`config.mk`:
```
export PLATFORM = sky130hd
export DESIGN_NAME = round_key_rbuf
export DESIGN_NICKNAME = d
export VERILOG_FILES = /design/src/rtl/round_key_rbuf.sv
export SDC_FILE = /design/constraint.sdc
export NUM_CORES = 1
export LEC_CHECK = 0
export ABC_CLOCK_PERIOD_IN_PS = 6000
export BUFFER_PORTS_ARGS = -buffer_cell sky130_fd_sc_hd__buf_2
export CAP_MARGIN = 20
export CORE_MARGIN = 8
export CORE_UTILIZATION = 40
export DETAILED_ROUTE_END_ITERATION = 12
export HOLD_SLACK_MARGIN = 0.06
export PLACE_DENSITY = 0.62
export SLEW_MARGIN = 20
export SYNTH_ARGS = -nofsm -noshare
export SYNTH_HDL_FRONTEND = slang
export SYNTH_SLANG_ARGS = --single-unit
```
`constraint.sdc`:
```
create_clock -name clk -period 6 [get_ports clk]
set_clock_uncertainty 0.2 [all_clocks]
set_input_delay 0.9 -clock clk [delete_from_list [all_inputs] [get_ports clk]]
set_output_delay 0.9 -clock clk [all_outputs]
set_load 0.02 [all_outputs]
```
`src/rtl/round_key_rbuf.sv`:
```
// Round-key replay buffer: captures the NR+1 expanded round keys once and replays them
// forward (encrypt) or reverse (decrypt) to the round pipeline with valid/ready handshake.
module round_key_rbuf #(
   parameter int KEY_S = 128,
   parameter int NR    = 10,
   parameter int IDX_W = 4
) (
   input  logic             clk,
   input  logic             reset,
   input  logic             clear,
   input  logic             w_e,
   input  logic [KEY_S-1:0] key_in,
   input  logic             rd_start,
   input  logic             dir,
   input  logic             out_ready,
   output logic [KEY_S-1:0] rd_key,
   output logic             out_valid,
   output logic             out_last,
   output logic             full,
   output logic             busy
);

   typedef enum logic [1:0] {EMPTY, FILL, FULL, READ} state_t;

   localparam logic [IDX_W-1:0] LAST_IDX = IDX_W'(NR);
   localparam logic [IDX_W-1:0] ZERO_IDX = '0;

   state_t           state, state_nxt;
   logic [IDX_W-1:0] wr_idx, wr_idx_nxt;
   logic [IDX_W-1:0] rd_idx, rd_idx_nxt;
   logic             dir_r, dir_nxt;
   logic             mem_we;
   logic             at_end;
   logic [KEY_S-1:0] mem [NR+1];

   // Final index of the current replay depends on the direction latched at rd_start.
   assign at_end = (rd_idx == (dir_r ? ZERO_IDX : LAST_IDX));

   always_comb begin
      state_nxt  = state;
      wr_idx_nxt = wr_idx;
      rd_idx_nxt = rd_idx;
      dir_nxt    = dir_r;
      mem_we     = 1'b0;
      if (clear) begin
         state_nxt  = EMPTY;
         wr_idx_nxt = '0;
      end else begin
         case (state)
            EMPTY: begin
               if (w_e) begin
                  mem_we     = 1'b1;
                  wr_idx_nxt = IDX_W'(1);
                  state_nxt  = FILL;
               end
            end
            FILL: begin
               if (w_e) begin
                  mem_we     = 1'b1;
                  wr_idx_nxt = wr_idx + 1'b1;
                  if (wr_idx == LAST_IDX) state_nxt = FULL;
               end
            end
            FULL: begin
               if (rd_start) begin
                  dir_nxt    = dir;
                  rd_idx_nxt = dir ? LAST_IDX : ZERO_IDX;
                  state_nxt  = READ;
               end
            end
            READ: begin
               if (out_ready) begin
                  if (at_end) state_nxt  = FULL;
                  else        rd_idx_nxt = dir_r ? (rd_idx - 1'b1) : (rd_idx + 1'b1);
               end
            end
            default: state_nxt = EMPTY;
         endcase
      end
   end

   always_ff @(posedge clk or negedge reset) begin
      if (!reset) begin
         state  <= EMPTY;
         wr_idx <= '0;
         rd_idx <= '0;
         dir_r  <= 1'b0;
      end else begin
         state  <= state_nxt;
         wr_idx <= wr_idx_nxt;
         rd_idx <= rd_idx_nxt;
         dir_r  <= dir_nxt;
      end
   end

   // Key storage carries no reset; it is only read once every entry has been written.
   always_ff @(posedge clk) begin
      if (mem_we) mem[wr_idx] <= key_in;
   end

   // Outputs decode from registered state only, so a stalled beat stays stable.
   assign out_valid = (state == READ);
   assign busy      = (state == READ);
   assign full      = (state == FULL) || (state == READ);
   assign out_last  = (state == READ) && at_end;
   assign rd_key    = (state == READ) ? mem[rd_idx] : '0;

endmodule
```
==> flow_summary.json, run 1 <==
{
  "outcome": "completed",
  "yosysWarnings": 0,
  "cts_buffers": 149,
  "worst_r2r_endpoint": "mem[5][72]$_DFFE_PP_",
  "maxCapViolations": 0,
  "synth_seq_cells": 1419,
  "cpLargestDelayFamily": "buffers and inverters",
  "ant_nets": 0,
  "port_buffers": 266,
  "fin_ws_ns": 1.32,
  "area_delta_synth_final_pct": 15.0,
  "synthArstFlopShare_pct": 0.775,
  "dpl-instance-area_um2": 58400,
  "clock_latency_ns": 0.77,
  "cp_max_fo": 63,
  "top_layer_used": "met5",
  "tightestPinTransition_ns": 1.05,
  "p_leak_uw": 0.0194,
  "htree_levels": 4,
  "period_needed_ns": 4.68,
  "synth_nets": 2832,
  "clk_pin_slew_worst_paths_ns": 0.06,
  "post-route-util_pct": 46.1,
  "min_period_over_period_pct": 77.9,
  "met2_wirelength_um": 60200,
  "drt_wl_total_um": 122000,
  "wl_met3_um": 7260,
  "globalRouteTotalUtil_pct": 16.1,
  "power_density_nw_per_um2": 321,
  "vias_per_cell": 5.31,
  "hold_viol": 0,
  "post_synth_instance_area_um2": 54900,
  "dp_hpwl_um": 64500,
  "boundaryPins": 267,
  "critPathRequiredTime_ns": 4.90,
  "slew_violations": 0,
  "grt_pass1_wl_um": 182000,
  "most-common-layout-cells": "edfxtp_1, buf_2, mux4_2, mux2i_1, o21ai_0",
  "min-delay-path-class": "input port to register",
  "cts-hold-fix-buffers": 1,
  "grt_pass1_vias": 27312,
  "core-area_um2": 137000,
  "vdd_drop_max_uv": 282,
  "synth_area_per_cell_um2": 20.4,
  "drive_gt1_share_pct": 25.7,
  "rows": 136,
  "synth_top_area_cell": "edfxtp_1",
  "wl_per_cell_um": 24.8,
  "mostFrequentLayoutCell": "edfxtp_1",
  "cts.sinks": 1419,
  "met1_length_um": 52500,
  "post-cts-setup-buffers": 0,
  "clockBufferDepth": 3,
  "r2r.worst_path.cells": 4,
  "crit_chain": "buf_4 > mux4_2 > mux2i_1 > a21oi_1 > buf_2",
  "critical_path_arrival_ns": 3.58,
  "fin_area_um2": 63200,
  "die_h_um": 387,
  "synth-main-ff-cell": "edfxtp_1",
  "drcViolationCount": 0,
  "drt_iter0_markers": 2073,
  "rsz0062_at_grt": "no",
  "design.die.area_um2": 149000,
  "crit_slowest_cell": "dfrtp_4",
  "hold_end": "dir_r$_DFFE_PN0P_",
  "cpPeakStageDelay_ns": 0.97,
  "nFillCells": 11422,
  "max_freq_mhz": 214,
  "synth_cells": 2689,
  "endpoint_kind": "output port",
  "synth.distinct_cells": 45,
  "post_cts_resized": 0,
  "die_w_um": 387,
  "tritoncts": "done",
  "r2r-start": "state[1]$_DFFE_PN0P_",
  "clockRootBuffer": "clkbuf_16",
  "tns_ns": 0,
  "synth.area.top_cells": "edfxtp_1, mux4_2, mux2i_1, o21ai_0, a21oi_1",
  "whs_path_depth": 3,
  "start_kind": "register",
  "min_from": "dir",
  "crit_start": "rd_idx[1]$_DFFE_PN0P_",
  "synth_top_area_share_pct": 77.0,
  "grt-ovfl-total": 0,
  "slew_headroom_pct": 30.1,
  "dpl_worst_slack_ns": 1.99,
  "start_util_pct": 40.1,
  "nNetsFinal": 3149,
  "crit_buf_inv": 2,
  "total_power_uw": 20300,
  "finalSetupViolCount": 0,
  "r2r_slack_ns": 2.60,
  "via_count": 26207,
  "antenna_found_initial": 29,
  "globalplace.congestion": 0.701,
  "dr.pass1.iters": 5,
  "grt_start_max_net_pins": 138,
  "critical_path_class": "register to output port",
  "synth-edff-count": 1408,
  "synth.yosys.seq_area_share_pct": 77.5
}
[report_power, final]
part,total [uW],switching [uW],internal (uW)
combinational,291,208,83.1
clock,8990,3750,5240
sequential,11000,15.4,11000
[state kept, by name, summed over array words and instances (netlist names)]
signal,count
wr_idx,4
rd_idx,4
dir_r,1
mem,1408
state,2
[area by class of cell]
class | count | area (um2) | share of cell area [%]
clock inverter | 79 | 847 | 1.34
timing repair buffer | 329 | 2210 | 3.49
clock buffer | 192 | 3950 | 6.26
antenna | 11 | 27.5 | 0.0436
sequential | 1419 | 42600 | 67.3
inverter | 8 | 42.5 | 0.0673
tap | 1794 | 2240 | 3.55
multi-input combinational | 1099 | 11300 | 17.9
[per-stage QoR]
stage	instances	hold WS [ns]
after CTS	4920	0.121
final	4931	0.198
after global routing	4923	0.177
after detailed placement	4648	0.384
after global placement	4648	0.379
after floorplan	2689	0.352
[worst max-delay path by stage]
| stage | slack, ns | depth (start not counted) | to |
|---|---|---|---|
| after detailed placement | 1.99 | 5 | rd_key[9] |
| after CTS | 1.12 | 5 | rd_key[9] |
| after floorplan | 0.80 | 4 | mem[4][0]$_DFFE_PP_ |
| after global routing | 1.07 | 5 | rd_key[9] |
| after global placement | 1.96 | 5 | rd_key[9] |
| final | 1.32 | 5 | rd_key[21] |
[kinds of logic after synthesis]
family          count (synthesis)  share of synthesized area [%]
buf+inv                       171                           1.99
fa+ha+maj                       8                          0.196
mux                           515                           15.2
compound gates                402                           3.76
flops                        1419                           77.5
xor+xnor                        3                         0.0478
simple gates                  171                           1.32
[per-layer routing]
layer	track usage (%)	vias up
met5	0	-
met2	26.8	635
met1	21.5	13735
met3	3.83	185
li1	-	11636
met4	4.22	16
[worst register-to-register path, stage by stage, from the launching register on]
cell	delay, ns
dfrtp_1	0.47
nand2b_1	0.32
nor4b_1	0.69
and2_4	0.85
buf_4	0.51
[cells in the mapped netlist (4+ instances only)]
cell and instances:
o21ai_1 79, inv_1 6, buf_12 7, a21oi_1 132
o21ai_0 181, buf_4 6, buf_8 6, dfrtp_1 11
edfxtp_1 1408, buf_6 23, buf_2 57, ha_1 7
and2_1 14, clkbuf_1 61, nor2_1 4, mux4_2 256
mux2i_1 256, nand2_1 135
(Power assumes the default switching activity.)
==> run 2, diff against run 1 <==
--- a/config.mk
+++ b/config.mk
@@ -5,14 +5,14 @@
 export SDC_FILE = /design/constraint.sdc
 export NUM_CORES = 1
 export LEC_CHECK = 0
-export ABC_CLOCK_PERIOD_IN_PS = 6000
+export ABC_CLOCK_PERIOD_IN_PS = 3800
 export BUFFER_PORTS_ARGS = -buffer_cell sky130_fd_sc_hd__buf_2
 export CAP_MARGIN = 20
 export CORE_MARGIN = 8
 export CORE_UTILIZATION = 40
 export DETAILED_ROUTE_END_ITERATION = 12
 export HOLD_SLACK_MARGIN = 0.06
-export PLACE_DENSITY = 0.62
+export PLACE_DENSITY = 0.64
 export SLEW_MARGIN = 20
 export SYNTH_ARGS = -nofsm -noshare
 export SYNTH_HDL_FRONTEND = slang
==> constraint.sdc (replaced) <==
create_clock -name clk -period 3.8 [get_ports clk]
set_clock_uncertainty 0.2 [all_clocks]
set_input_delay 0.57 -clock clk [delete_from_list [all_inputs] [get_ports clk]]
set_output_delay 0.57 -clock clk [all_outputs]
set_load 0.02 [all_outputs]
==> flow_summary.json, run 2 (synthesis results as in run 1) <==
{
  "p_comb_share_pct": 1.9,
  "port_buffers": 266,
  "tns_ns": 0,
  "outcome": "completed",
  "grt_start_max_net_pins": 66,
  "r2r_slack_ns": 0.81,
  "grt_pass1_wl_um": 188000,
  "area_delta_synth_final_pct": 18.4,
  "drive_gt1_share_pct": 25.8,
  "critPathRequiredTime_ns": 3.03,
  "ant_nets": 0,
  "drcViolationCount": 0,
  "hold_viol": 0,
  "htree_levels": 4,
  "swShare_pct": 19.7,
  "maxCapViolations": 0,
  "mostFrequentLayoutCell": "edfxtp_1",
  "die_h_um": 387,
  "globalRouteMet3Util_pct": 3.92,
  "dpl-instance-area_um2": 59000,
  "dr.pass1.iters": 5,
  "slew_violations": 0,
  "power_density_nw_per_um2": 483,
  "met1_usage_pct": 21.6,
  "p_leak_uw": 0.0202,
  "fin_area_um2": 65100,
  "r2r.worst_path.cells": 4,
  "min_period_over_period_pct": 95.7,
  "rsz0062_at_grt": "no",
  "nNetsFinal": 3337,
  "rows": 136,
  "start_util_pct": 40.1,
  "grt-ovfl-total": 0,
  "cpLargestDelayFamily": "buffers and inverters",
  "slew_headroom_pct": 55.4,
  "largest_reg_flops": 1408,
  "cp_max_fo": 45,
  "start_kind": "register",
  "critical_path_class": "register to output port",
  "max_flop_register": "mem",
  "min-delay-path-class": "input port to register",
  "globalRouteTotalUtil_pct": 16.7,
  "grtUsageMet2_pct": 28.3,
  "whs_path_depth": 4,
  "total_power_uw": 31400,
  "top_usage_layer": "met2",
  "post_cts_resized": 0,
  "fin_hold_ws_ns": 0.225,
  "design.die.area_um2": 149000,
  "crit_chain": "nand2_2 > inv_6 > buf_12 > o21ai_0 > a21oi_1 > buf_2",
  "worst_r2r_endpoint": "mem[5][100]$_DFFE_PP_",
  "clkPwrFrac_pct": 42.9,
  "tightestPinTransition_ns": 0.660,
  "vdd_drop_max_uv": 450,
  "cts_buffers": 147,
  "dp_hpwl_um": 69000,
  "endpoint_kind": "output port",
  "vias_per_cell": 5.30,
  "wl_per_cell_um": 24.7,
  "finalSetupViolCount": 0,
  "critical_path_arrival_ns": 2.87,
  "boundaryPins": 267,
  "crit_buf_inv": 3,
  "min_from": "rd_start",
  "period_needed_ns": 3.64,
  "post-route-util_pct": 47.5,
  "clockBufferDepth": 3,
  "most-common-layout-cells": "edfxtp_1, buf_2, mux4_2, mux2i_1, o21ai_0",
  "globalplace.congestion": 0.716,
  "cts.sinks": 1419,
  "clock_latency_ns": 0.76,
  "die_w_um": 387,
  "intPower_uw": 25200,
  "reg.largest.list": "mem: 1408 flops, rd_idx: 4 flops, wr_idx: 4 flops",
  "cpPeakStageDelay_ns": 0.49,
  "p_sw_uw": 6210,
  "drt_wl_total_um": 126000,
  "power_frac_seq_pct": 55.2,
  "r2r-start": "state[1]$_DFFE_PN0P_",
  "max_freq_mhz": 275,
  "clk_pin_slew_worst_paths_ns": 0.06,
  "via_count": 27097,
  "hold_end": "rd_idx[3]$_DFFE_PN0P_",
  "crit_slowest_cell": "dfrtp_1",
  "clockRootBuffer": "clkbuf_16",
  "drt_iter0_markers": 1905,
  "grt_pass1_vias": 28426,
  "tritoncts": "done",
  "core-area_um2": 137000,
  "antenna_found_initial": 8
}
-- run 2: worst max-delay path by stage --
stage,depth (start not counted),endpoint,start
global placement,6,rd_key[73],rd_idx[1]$_DFFE_PN0P_
finish,6,rd_key[68],state[1]$_DFFE_PN0P_
global route,6,rd_key[103],state[1]$_DFFE_PN0P_
floorplan,5,mem[7][0]$_DFFE_PP_,state[1]$_DFFE_PN0P_
detailed placement,6,rd_key[73],rd_idx[1]$_DFFE_PN0P_
CTS,7,rd_key[35],rd_idx[0]$_DFFE_PN0P_
-- run 2: layout make-up --
type | count | area [um2]
multi-input combinational | 1099 | 11300
antenna | 8 | 20.0
inverter | 8 | 42.5
clock buffer | 188 | 3900
clock inverter | 76 | 608
tap | 1794 | 2240
fill | 11236 | 71900
sequential | 1419 | 42600
timing repair buffer | 519 | 4370
-- run 2: timing repair --
action | 4_1_cts | 5_1_grt
endpoints found under the setup margin | 91 | 0
buffers inserted | 11 | 0
hold endpoints to repair | 1428 | 0
hold buffers | 137 | 0
-- run 2: worst min-delay path: stages --
cell	delay (ns)
buf_2	0.10
and3_1	0.24
a31oi_2	0.11
o221ai_2	0.13
-- run 2: metal layers --
metal	share of wire (%)	vias to the layer above	routed length, um
met1	42	14210	53400
li1	-	12027	-
met4	2.1	2	2700
met3	5.5	179	6990
met5	0.010	-	13
met2	50	679	63300
-- run 2: per-stage QoR --
step           worst slack [ns]  instances
5_1_grt                  0.0303       5106
3_5_place_dp              0.623       4691
6_report                  0.165       5111
4_1_cts                  0.0384       5103
2_1_floorplan             0.324       2689
3_3_place_gp              0.664       4691
-- run 2: power by group through the flow --
| stage | Sequential [uW] | Combinational (uW) | Clock (uW) |
|---|---|---|---|
| 2_1_floorplan | 17700 | 134 | 0 |
| 3_3_place_gp | 17700 | 455 | 0 |
| 3_5_place_dp | 17700 | 472 | 0 |
| 4_1_cts | 17300 | 600 | 13800 |
| 5_1_grt | 17300 | 643 | 14500 |
| 6_report | 17300 | 588 | 13500 |
==> run 3, diff against run 2 <==
--- a/config.mk
+++ b/config.mk
@@ -5,7 +5,7 @@
 export SDC_FILE = /design/constraint.sdc
 export NUM_CORES = 1
 export LEC_CHECK = 0
-export ABC_CLOCK_PERIOD_IN_PS = 3800
+export ABC_CLOCK_PERIOD_IN_PS = 3210
 export BUFFER_PORTS_ARGS = -buffer_cell sky130_fd_sc_hd__buf_2
 export CAP_MARGIN = 20
 export CORE_MARGIN = 8
==> constraint.sdc (replaced) <==
create_clock -name clk -period 3.21 [get_ports clk]
set_clock_uncertainty 0.2 [all_clocks]
set_input_delay 0.4815 -clock clk [delete_from_list [all_inputs] [get_ports clk]]
set_output_delay 0.4815 -clock clk [all_outputs]
set_load 0.02 [all_outputs]
==> flow_summary.json, run 3 (synthesis results as in run 1) <==
{
  "outcome": "complete, but fails checks",
  "failed_checks": "negative setup slack",
  "cp_max_fo": 8,
  "dp_hpwl_um": 72500,
  "dpl_worst_slack_ns": 0.323,
  "drive_gt1_share_pct": 32.5,
  "crit_slowest_cell": "mux4_2",
  "cpMostUsedCell": "buf_12",
  "crit_buf_inv": 5,
  "dpl-instance-area_um2": 59700,
  "p_leak_uw": 0.0216,
  "vdd_drop_max_uv": 482,
  "clockBufferDepth": 3,
  "wl_per_cell_um": 25.4,
  "cts.sinks": 1419,
  "min_from": "key_in[53]",
  "area_delta_synth_final_pct": 25.4,
  "hold_viol": 0,
  "max_freq_mhz": 282,
  "clockRootBuffer": "clkbuf_16",
  "finalSetupViolCount": 128,
  "most-common-layout-cells": "edfxtp_1, mux4_2, mux2i_1",
  "min-delay-path-class": "input port to register",
  "min_period_over_period_pct": 110,
  "die_w_um": 387,
  "maxCapViolations": 0,
  "cpLargestDelayFamily": "buffers and inverters",
  "antenna_found_initial": 9,
  "dr.pass1.iters": 5,
  "boundaryPins": 267,
  "mostFrequentLayoutCell": "edfxtp_1",
  "whs_path_depth": 2,
  "start_kind": "register",
  "grt_pass1_vias": 29236,
  "tightestPinTransition_ns": 0.717,
  "rsz0062_at_grt": "yes",
  "globalRouteTotalUtil_pct": 17.5,
  "drt_wl_total_um": 134000,
  "grt-ovfl-total": 0,
  "finalNonFillerCells": 5265,
  "htree_levels": 4,
  "slew_violations": 0,
  "hold_end": "mem[5][53]$_DFFE_PP_",
  "critical_path_class": "register to output port",
  "core-area_um2": 137000,
  "nNetsFinal": 3489,
  "max_flop_register": "mem",
  "design.die.area_um2": 149000,
  "fin_ws_ns": -0.330,
  "slew_headroom_pct": 51.5,
  "critPathRequiredTime_ns": 2.53,
  "period_needed_ns": 3.54,
  "fin_area_um2": 68900,
  "vias_per_cell": 5.35,
  "clock_latency_ns": 0.77,
  "crit_chain": "buf_8 > buf_16 > buf_12 > buf_12 > mux4_2 > mux2i_2 > a21oi_2 > buf_6",
  "via_count": 28153,
  "endpoint_kind": "output port",
  "reg.largest.list": "mem: 1408 flops, rd_idx: 4 flops, wr_idx: 4 flops",
  "rows": 136,
  "largest_reg_flops": 1408,
  "r2r-start": "rd_idx[0]$_DFFE_PN0P_",
  "dpl.cell_count": 4738,
  "tritoncts": "done",
  "start_util_pct": 40.1,
  "grt_pass1_wl_um": 197000,
  "drt_iter0_markers": 2049,
  "r2r.worst_path.cells": 15,
  "globalplace.congestion": 0.717,
  "cts_buffers": 150,
  "r2r_slack_ns": 0.04,
  "grt_start_max_net_pins": 84,
  "worst_r2r_endpoint": "rd_idx[0]$_DFFE_PN0P_",
  "die_h_um": 387,
  "clk_pin_slew_worst_paths_ns": 0.05,
  "post-route-util_pct": 50.3,
  "critical_path_arrival_ns": 2.86,
  "total_power_uw": 37900,
  "port_buffers": 266,
  "drcViolationCount": 0,
  "cpPeakStageDelay_ns": 0.52,
  "power_density_nw_per_um2": 550,
  "ant_nets": 0
}
-- run 3: cell type report --
class / instances / area (um2)
fill: 10774 / 68100
sequential: 1419 / 42600
multi-input combinational: 1099 / 11800
timing repair buffer: 668 / 7420
clock buffer: 184 / 3950
tap: 1794 / 2240
clock inverter: 85 / 800
inverter: 8 / 50.0
antenna: 8 / 20.0
-- run 3: power breakdown --
| group | switching, uW | total (uW) | internal [uW] | leakage, uW |
|---|---|---|---|---|
| Sequential | 29.6 | 20500 | 20500 | 0.0128 |
| Clock | 7100 | 16600 | 9520 | 0.00230 |
| Combinational | 444 | 733 | 289 | 0.00648 |
| Total | 7570 | 37900 | 30300 | 0.0216 |
-- run 3: how the worst max path moves through the flow --
stage	start	endpoint	slack (ns)	depth (start not counted)
6_report	rd_idx[0]$_DFFE_PN0P_	rd_key[29]	-0.33	8
5_1_grt	rd_idx[0]$_DFFE_PN0P_	rd_key[29]	-0.46	8
4_1_cts	rd_idx[0]$_DFFE_PN0P_	rd_key[32]	-0.39	7
3_5_place_dp	w_e	mem[6][92]$_DFFE_PP_	0.32	5
3_3_place_gp	w_e	mem[6][91]$_DFFE_PP_	0.39	5
2_1_floorplan	state[1]$_DFFE_PN0P_	mem[7][0]$_DFFE_PP_	-0.27	5
-- run 3: repair_timing --
action                                  CTS  global route
cloned                                   36             4
endpoints found under the hold margin  1428             0
hold buffers                            139             0
gates resized for setup                 277           120
setup endpoints to repair               129           130
pin swaps                                66            48
buffers inserted                         66            16
-- run 3: through the flow --
step | TNS (ns) | hold WS, ns
finish | -24.62 | 0.348
global route | -42.22 | 0.307
CTS | -39.42 | 0.264
detailed placement | 0 | 0.184
global placement | 0 | 0.182
floorplan | -321.89 | -0.0141
-- run 3: worst reg2reg max path, stage by stage (launching register included) --
cell,delay [ns]
dfrtp_4,0.53
buf_4,0.16
buf_6,0.11
buf_8,0.14
clkbuf_16,0.17
inv_4,0.07
ha_2,0.16
nand3b_1,0.12
buf_4,0.16
buf_4,0.12
buf_4,0.12
buf_4,0.12
buf_4,0.12
buf_4,0.14
a31oi_2,0.27
mux2_2,0.38
-- run 3: layer usage --
| layer | vias to the layer above | track usage [%] | wire length [um] | part of all wire, % |
|---|---|---|---|---|
| met5 | - | 0 | 13 | 0.0097 |
| met4 | 2 | 4.71 | 2780 | 2.1 |
| met3 | 181 | 3.96 | 7740 | 5.8 |
| met2 | 834 | 29.9 | 67500 | 50 |
| met1 | 14781 | 22.7 | 55800 | 42 |
| li1 | 12355 | - | - | - |
